File: src/rtl/dmem_pkg.sv
// Shared definitions for the data-memory port arbiter: access size codes,
// arbiter FSM states, requester ids and the alignment rule used by the
// optional misalignment trap (DMEM_MISALIGN_TRAP_EN).
package dmem_pkg;

  localparam logic [1:0] SZ_B = 2'b00;
  localparam logic [1:0] SZ_H = 2'b01;
  localparam logic [1:0] SZ_W = 2'b10;

  typedef enum logic [1:0] {
    IDLE  = 2'd0,
    ISSUE = 2'd1,
    WAIT  = 2'd2,
    RESP  = 2'd3
  } state_t;

  localparam logic PORT_M0 = 1'b0;
  localparam logic PORT_M1 = 1'b1;

  // A half must sit on an even byte, a word (or reserved size) on a word boundary.
  function automatic logic is_misaligned(input logic [1:0] size, input logic [1:0] addr_lo);
    case (size)
      SZ_B:    return 1'b0;
      SZ_H:    return addr_lo[0];
      default: return addr_lo != 2'b00;
    endcase
  endfunction

endpackage

File: src/rtl/dmem_lane.sv
// Byte-lane steering for one RAM access: byte enables and replicated store
// data on the way out, lane extraction plus sign/zero extension on the way in.
// Purely combinational. Reserved size 2'b11 behaves as a word.
module dmem_lane
  import dmem_pkg::*;
(
  input  logic [1:0]  size,
  input  logic [1:0]  addr_lo,
  input  logic        sign,
  input  logic [31:0] wdata,
  input  logic [31:0] rdata,
  output logic [3:0]  be,
  output logic [31:0] wdata_rep,
  output logic [31:0] rdata_ext
);

  function automatic logic [31:0] ext_byte(input logic [7:0] b, input logic sgn);
    return {{24{sgn & b[7]}}, b};
  endfunction

  function automatic logic [31:0] ext_half(input logic [15:0] h, input logic sgn);
    return {{16{sgn & h[15]}}, h};
  endfunction

  // Select lanes by access size; misaligned low bits are simply ignored here.
  always_comb begin
    be        = 4'b1111;
    wdata_rep = wdata;
    rdata_ext = rdata;
    case (size)
      SZ_B: begin
        be        = 4'b0001 << addr_lo;
        wdata_rep = {4{wdata[7:0]}};
        rdata_ext = ext_byte(rdata[8*addr_lo +: 8], sign);
      end
      SZ_H: begin
        be        = 4'b0011 << {addr_lo[1], 1'b0};
        wdata_rep = {2{wdata[15:0]}};
        rdata_ext = ext_half(rdata[16*addr_lo[1] +: 16], sign);
      end
      default: begin
        be        = 4'b1111;
        wdata_rep = wdata;
        rdata_ext = rdata;
      end
    endcase
  end

endmodule

File: src/rtl/dmem_port_arbiter.sv
// Two-requester arbiter for the single-port data RAM (m0 = CPU LSU, m1 = DMA/debug).
// Round-robin grant in IDLE, one access in flight, RAM read latency RAM_LAT (1..3)
// absorbed in WAIT. Optional macro DMEM_MISALIGN_TRAP_EN rejects misaligned
// half/word accesses with an error response instead of touching the RAM.
module dmem_port_arbiter
  import dmem_pkg::*;
#(
  parameter int RAM_LAT = 1,
  parameter int AW      = 32
) (
  input  logic          clk,
  input  logic          rst,
  input  logic          m0_req,
  input  logic          m0_we,
  input  logic [1:0]    m0_size,
  input  logic          m0_sign,
  input  logic [AW-1:0] m0_addr,
  input  logic [31:0]   m0_wdata,
  output logic          m0_gnt,
  output logic          m0_rvalid,
  output logic [31:0]   m0_rdata,
  output logic          m0_err,
  input  logic          m1_req,
  input  logic          m1_we,
  input  logic [1:0]    m1_size,
  input  logic          m1_sign,
  input  logic [AW-1:0] m1_addr,
  input  logic [31:0]   m1_wdata,
  output logic          m1_gnt,
  output logic          m1_rvalid,
  output logic [31:0]   m1_rdata,
  output logic          m1_err,
  output logic          ram_en,
  output logic          ram_we,
  output logic [3:0]    ram_be,
  output logic [AW-3:0] ram_addr,
  output logic [31:0]   ram_wdata,
  input  logic [31:0]   ram_rdata
);

  localparam logic [1:0] LAT_LAST = 2'(RAM_LAT - 1);

  state_t        state, state_next;
  logic [1:0]    cnt;
  logic          last;
  logic          owner;
  logic          grant;
  logic          pick;
  logic          trap;
  logic          capture;

  logic          sel_we;
  logic [1:0]    sel_size;
  logic          sel_sign;
  logic [AW-1:0] sel_addr;
  logic [31:0]   sel_wdata;

  logic          cmd_we;
  logic [1:0]    cmd_size;
  logic          cmd_sign;
  logic [AW-1:0] cmd_addr;
  logic [31:0]   cmd_wdata;
  logic [31:0]   res_data;

  logic [3:0]    lane_be;
  logic [31:0]   lane_wdata;
  logic [31:0]   lane_rdata;

  // Round-robin pick and mux of the winning requester's command fields.
  always_comb begin
    if (m0_req && m1_req) pick = ~last;
    else                  pick = m1_req ? PORT_M1 : PORT_M0;
    grant     = (state == IDLE) && rst && (m0_req || m1_req);
    sel_we    = pick ? m1_we    : m0_we;
    sel_size  = pick ? m1_size  : m0_size;
    sel_sign  = pick ? m1_sign  : m0_sign;
    sel_addr  = pick ? m1_addr  : m0_addr;
    sel_wdata = pick ? m1_wdata : m0_wdata;
  end

`ifdef DMEM_MISALIGN_TRAP_EN
  assign trap = is_misaligned(sel_size, sel_addr[1:0]);
`else
  assign trap = 1'b0;
`endif

  // FSM state register; reset drops any in-flight access.
  always_ff @(posedge clk or negedge rst) begin
    if (!rst) state <= IDLE;
    else      state <= state_next;
  end

  // FSM next state; capture marks the cycle the RAM read data is valid.
  always_comb begin
    state_next = state;
    capture    = 1'b0;
    case (state)
      IDLE:  if (grant) state_next = trap ? RESP : ISSUE;
      ISSUE: state_next = cmd_we ? RESP : WAIT;
      WAIT: begin
        if (cnt == LAT_LAST) begin
          state_next = RESP;
          capture    = 1'b1;
        end
      end
      RESP:    state_next = IDLE;
      default: state_next = IDLE;
    endcase
  end

  // Latency counter, restarted whenever the FSM is outside WAIT.
  always_ff @(posedge clk or negedge rst) begin
    if (!rst)               cnt <= 2'd0;
    else if (state != WAIT) cnt <= 2'd0;
    else                    cnt <= cnt + 2'd1;
  end

  // Priority pointer and owner of the current access; reset favours m0.
  always_ff @(posedge clk or negedge rst) begin
    if (!rst) begin
      last  <= PORT_M1;
      owner <= PORT_M0;
    end else if (grant) begin
      last  <= pick;
      owner <= pick;
    end
  end

`ifdef DMEM_MISALIGN_TRAP_EN
  logic res_err;
`endif

  // Command and result registers; outputs are gated by state so no reset is needed.
  always_ff @(posedge clk) begin
    if (grant) begin
      cmd_we    <= sel_we;
      cmd_size  <= sel_size;
      cmd_sign  <= sel_sign;
      cmd_addr  <= sel_addr;
      cmd_wdata <= sel_wdata;
      res_data  <= '0;
`ifdef DMEM_MISALIGN_TRAP_EN
      res_err   <= trap;
`endif
    end else if (capture) begin
      res_data  <= lane_rdata;
    end
  end

  dmem_lane u_lane (
    .size      (cmd_size),
    .addr_lo   (cmd_addr[1:0]),
    .sign      (cmd_sign),
    .wdata     (cmd_wdata),
    .rdata     (ram_rdata),
    .be        (lane_be),
    .wdata_rep (lane_wdata),
    .rdata_ext (lane_rdata)
  );

  assign m0_gnt    = grant && (pick == PORT_M0);
  assign m1_gnt    = grant && (pick == PORT_M1);
  assign m0_rvalid = (state == RESP) && (owner == PORT_M0);
  assign m1_rvalid = (state == RESP) && (owner == PORT_M1);
  assign m0_rdata  = m0_rvalid ? res_data : 32'd0;
  assign m1_rdata  = m1_rvalid ? res_data : 32'd0;

`ifdef DMEM_MISALIGN_TRAP_EN
  assign m0_err = m0_rvalid && res_err;
  assign m1_err = m1_rvalid && res_err;
`else
  assign m0_err = 1'b0;
  assign m1_err = 1'b0;
`endif

  assign ram_en    = (state == ISSUE);
  assign ram_we    = ram_en && cmd_we;
  assign ram_be    = ram_en ? lane_be : 4'b0000;
  assign ram_addr  = ram_en ? cmd_addr[AW-1:2] : '0;
  assign ram_wdata = ram_en ? lane_wdata : 32'd0;

endmodule

File: config.mk
export PLATFORM = sky130hd
export DESIGN_NAME = dmem_port_arbiter
export DESIGN_NICKNAME = d
export VERILOG_FILES = /design/src/rtl/dmem_pkg.sv /design/src/rtl/dmem_lane.sv /design/src/rtl/dmem_port_arbiter.sv
export SDC_FILE = /design/constraint.sdc
export NUM_CORES = 1
export LEC_CHECK = 0
export CELL_PAD_IN_SITES_DETAIL_PLACEMENT = 0
export CELL_PAD_IN_SITES_GLOBAL_PLACEMENT = 2
export CORE_MARGIN = 2
export CORE_UTILIZATION = 24
export DETAILED_ROUTE_END_ITERATION = 6
export PLACE_DENSITY = 0.92
export SYNTH_ARGS = -nofsm -noshare
export SYNTH_HDL_FRONTEND = slang
export SYNTH_HIERARCHICAL = 1
export SYNTH_SLANG_ARGS = --single-unit
File: constraint.sdc
create_clock -name clk -period 3.08 [get_ports clk]
set_input_delay 0.616 -clock clk [delete_from_list [all_inputs] [get_ports clk]]
set_output_delay 0.616 -clock clk [all_outputs]
set_load 0.01 [all_outputs]
After elaboration in Yosys (flattened, before gate mapping). Cells that the tools add are included.

Flip-flop bits (word level): 106. Bits of input ports: 172. Logic and storage cells: 62.

Add/subtract/negate cells: 1. Equality and inequality tests: 7. Shifts and indexed selects: 4. Mux-type cells: 22. Bitwise logic cells: 5. Reduce and logical (&&, ||, !) cells: 13.

Operator list (count): two-way mux 32 bit (5); case mux 32 bit (2 select lines) (2); variable part select 32 x 6 -> 16 bit (1); variable part select 32 x 6 -> 8 bit (1); two-way mux 30 bit (1); logical AND 1 bit (8); two-way mux 2 bit (4); case mux 2 bit (4 select lines) (1); case mux 4 bit (2 select lines) (1); two-way mux 1 bit (7); logical NOT 2 bit (3); != test 2 bit (second input constant) (3); == test 2 x 1 -> 1 bit (second input constant) (2); == test 2 bit (second input constant) (2); two-way mux 4 bit (1); left shift 1 x 2 -> 4 bit (first input constant) (1); left shift 2 x 2 -> 4 bit (first input constant) (1); NOT 1 bit (3); adder 2 x 1 -> 2 bit (second input constant) (1); bitwise AND 1 bit (2); AND reduction 2 bit (1); logical OR 1 bit (1).

Longest topological paths before layout.
Word-level depth: 5. Gate-level depth with buffers: 7. Depth with buffers taken out: 5.

Cells and area by module. The synthesis kept the hierarchy.

Modules (own cells, without submodules): dmem_port_arbiter (times used 1, cells an instance 470, area each 5245.0 um^2, seq. area each 2834.0 um^2); dmem_lane (times used 1, cells an instance 157, area each 1103.6 um^2, seq. area each 0.0 um^2).

Worst setup path after synthesis. OpenSTA, ideal clock, no wires.

Kind: reg-to-reg. Start point: register state[0]. End point: register cmd_addr[0] (enable). Setup time: 398 ps. Arrival: 1927 ps. Data required time: 2682 ps. Slack: 755 ps. Cell stages (with the launch flop): 6. Buffers on the path: 1. Period minus slack after synthesis: 2325 ps. Cells stage by stage: dfrtp_1 inv_1 ha_1 nand2_1 nor2_2 buf_2.

Cells in the longest elaborated chain, start to end: 3.

Ends and longest elaborated chain: start, declared (RTL line dmem_port_arbiter.sv:43) `state_t state, state_next;`; start signal, assigned (RTL line dmem_port_arbiter.sv:90) `else state <= state_next;`; logical NOT 2 bit (RTL line dmem_port_arbiter.sv:73) `grant = (state == IDLE) && rst && (m0_req || m1_req);`; logical AND 1 bit (2 in series) (RTL line dmem_port_arbiter.sv:73); net grant (RTL line dmem_port_arbiter.sv:47) `logic grant;`; end signal, assigned (RTL line dmem_port_arbiter.sv:139) `cmd_addr <= sel_addr;`; end, declared (RTL line dmem_port_arbiter.sv:61) `logic [AW-1:0] cmd_addr;`.

The timed path passes the listed nets, and every way through them passes these cells. A chain may end at the register's enable or synchronous reset.

Final worst setup path.
Start point: register cmd_size[1]. End point: output ram_wdata[15].

Cells in the longest elaborated chain, start to end: 3.

Ends and longest elaborated chain: start, declared (RTL line dmem_port_arbiter.sv:59) `logic [1:0] cmd_size;`; start signal, assigned (RTL line dmem_port_arbiter.sv:137) `cmd_size <= sel_size;`; == test 2 x 1 -> 1 bit / logical NOT 2 bit (equally long branches) (RTL line dmem_lane.sv:30) `case (size)`; case mux 32 bit (2 select lines) * (RTL line dmem_lane.sv:30); net lane_wdata[15] (RTL line dmem_port_arbiter.sv:66) `logic [31:0] lane_wdata;`; two-way mux 32 bit * (RTL line dmem_port_arbiter.sv:180) `assign ram_wdata = ram_en ? lane_wdata : 32'd0;`; end, declared (RTL line dmem_port_arbiter.sv:37) `output logic [31:0] ram_wdata,`.

Mark *: on every way through the listed nets, which the timed path passes. The rest lies on a longest branch.

==> qor.yml <==
clocking:
  clk_path_buf_depth: 2
  cts_made_buffers: 9
  postCtsSetupBuffers: 0
  cts_root_buf: "clkbuf_16"
  ctsResizeCount: 0
  cts_htree_levels: 3
  cts_sinks: 106
  cts_hold_buf: 0
  path_clk_slew_ns: 0.08
  worstSkewPairLatency_ns: 0.36
  cts_tree: "yes"
sta:
  fmax_mhz: 359
  worstMarginPinSlew_ns: 0.818
  drv_slew: 0
  setup_viol: 0
  hold_viol: 0
  slew_headroom_pct: 45.1
  rsz0062_at_grt: "no"
  period_share_pct: 90.3
  skew_ns: 0.0111
  post-route-min-period_ns: 2.78
  fin_setup_tns_ns: 0
min_path:
  holdPathStages: 1
  min_path_type: "flip-flop to flip-flop"
detailed_routing:
  wirelength_mm: 21.3
  drtAntennaViolNets: 0
  routedWlPerCell_um: 17.0
  drcViolationCount: 0
  vias: 5585
  dr.pass1.iters: 5
  routed_via_density: 4.48
  drtIter0Drc: 217
critical_path:
  slowest_delay_ns: 0.49
  cp-end-kind: "output port"
  critical-path-top-delay-family: "buffers and inverters"
  cp.required_ns: 2.46
  critical_path_class: "flip-flop to output port"
  start_kind: "flip-flop"
  worst-path-stages: 5
  crit_fanout: 8
  worstPathArrival_ns: 2.17
  path_buf_inv: 2
  critPathSlowestCell: "clkdlybuf4s50_1"
  reg2reg_depth: 6
  cp_cell_sequence: "nor2_2, buf_4, mux2_2, and2_1, clkdlybuf4s50_1"
placement:
  place_congestion: 0.772
  io_buffers: 307
  hpwl_mm: 16.2
  place_area_um2: 9760
grt:
  overflow: 0
  grt_pass1_vias: 5872
  gr-max-usage-layer: "met2"
  grt_use_met2_pct: 27.0
  use_met1_pct: 18.0
  met3_usage_pct: 4.11
  antenna_found_initial: 2
  track_usage_pct: 15.2
  grt_max_degree: 70
  grt_pass1_wl_mm: 33.2
final_layout:
  ff_latch_area_um2: 2830
  drive_gt1_share_pct: 14.8
  multi_input_comb_area_um2: 3190
  final_cell_mix: "clkdlybuf4s50_1 (307), and2_1 (102), mux2_2 (86)"
  layout_commonest_cell: "clkdlybuf4s50_1"
  n_fill_cell: 2606
  design_area_um2: 10100
  synthToLayoutAreaGrowth_pct: 59.3
  nets: 1084
floorplanning:
  die_x_um: 167
  initial_utilization_pct: 24.4
  ioPinCount: 310
  die_h_um: 167
  rows: 59
  core-area_um2: 26000
  die_area_um2: 27800
logic_synthesis:
  yosysUniqueCellTypes: 39
  ys_seq_elements: 106
  yosys_warnings: 6
  syn_inst: 627
  syn_area_um2: 6350
  yosysSeqAreaShare_pct: 44.6
  syn_avg_cell_area_um2: 10.1
flow_run:
  drv_cap: 0
power_and_ir_drop:
  p_per_area_nw_per_um2: 644
  peakVddDrop_v: 0.000340
  p_leak_nw: 3.77
run_status:
  status: "completed"
-- cell usage after synthesis, drive strengths merged --
library cell	count	share of area (%)
nand3b	1	0.12
inv	6	0.35
dfxtp	32	10
clkbuf	29	1.7
nor2	11	0.73
a221o	14	2.2
nand2	76	4.5
or2	1	0.099
a21boi	1	0.30
conb	1	0.059
a211oi	1	0.12
edfxtp	68	32
or3b	1	0.14
buf	32	3.3
nand3	1	0.079
a21bo	1	0.16
a22o	7	0.97
o21ai	9	0.71
a41oi	1	0.14
a31oi	2	0.20
o21bai	5	0.59
and2	102	10
dfrtp	5	2.0
a21oi	67	5.3
mux4	1	0.35
ha	5	0.99
mux2i	15	2.4
and4b	1	0.16
nor3	2	0.16
nor2b	7	0.69
dfstp	1	0.41
mux2	86	15
o21ba	1	0.16
and3	34	3.4
-- power breakdown --
part | switching, mW | internal (mW) | total, mW
clock network | 0.599 | 0.738 | 1.34
logic | 1.48 | 1.62 | 3.10
registers | 0.187 | 1.88 | 2.07
-- cells by family after synthesis --
kind of cell	Yosys count	share of synthesized area [%]
compound gates	109	10.9
fa+ha+maj	5	0.985
buf+inv	67	5.40
flops	106	44.6
mux	102	18.0
other cells	1	0.0591
simple gates	237	20.1
-- registers in the layout, indices dropped and copies added (netlist names) --
name       count
cmd_size       2
last           1
cmd_we         1
cnt            2
res_data      32
state          2
cmd_addr      32
cmd_sign       1
owner          1
cmd_wdata     32
-- layout make-up --
class | count | area share, %
Clock buffer | 9 | 2.23
Tap cell | 335 | 4.15
Sequential cell | 106 | 28.0
Clock inverter | 7 | 1.20
Timing Repair Buffer | 329 | 32.6
Multi-Input combinational cell | 455 | 31.5
Antenna cell | 1 | 0.0247
Inverter | 6 | 0.223
-- per-layer routing --
metal  vias to the layer above  wire length, um
met1                      2607             8850
met5                         -               13
met3                        20             1450
met2                       203            10500
li1                       2753                -
met4                         2              401
-- through the flow --
stage	hold WS, ns	std cells	utilization, %	total power [mW]	worst slack, ns
2_1_floorplan	0.320	628	-	3.72	0.755
3_3_place_gp	0.414	1231	37.6	5.22	0.321
3_5_place_dp	0.426	1231	37.6	5.26	0.288
4_1_cts	0.437	1247	38.9	6.63	0.212
5_1_grt	0.456	1247	38.9	6.96	0.155
6_report	0.427	1248	38.9	6.51	0.298
-- path summary, 6_finish.rpt --
kind	end	start	slack [ns]
worst min register to register	cnt[0]	cnt[0]	0.43
worst max-delay path	ram_wdata[15]	cmd_size[1]	0.30
min in group asynchronous	owner	rst	0.62
max in group asynchronous	last	rst	2.26
worst min-delay path	cnt[0]	cnt[0]	0.43
worst max register to register	res_data[0]	cmd_size[1]	0.85
Note: power is estimated with default switching activity, not from simulation.
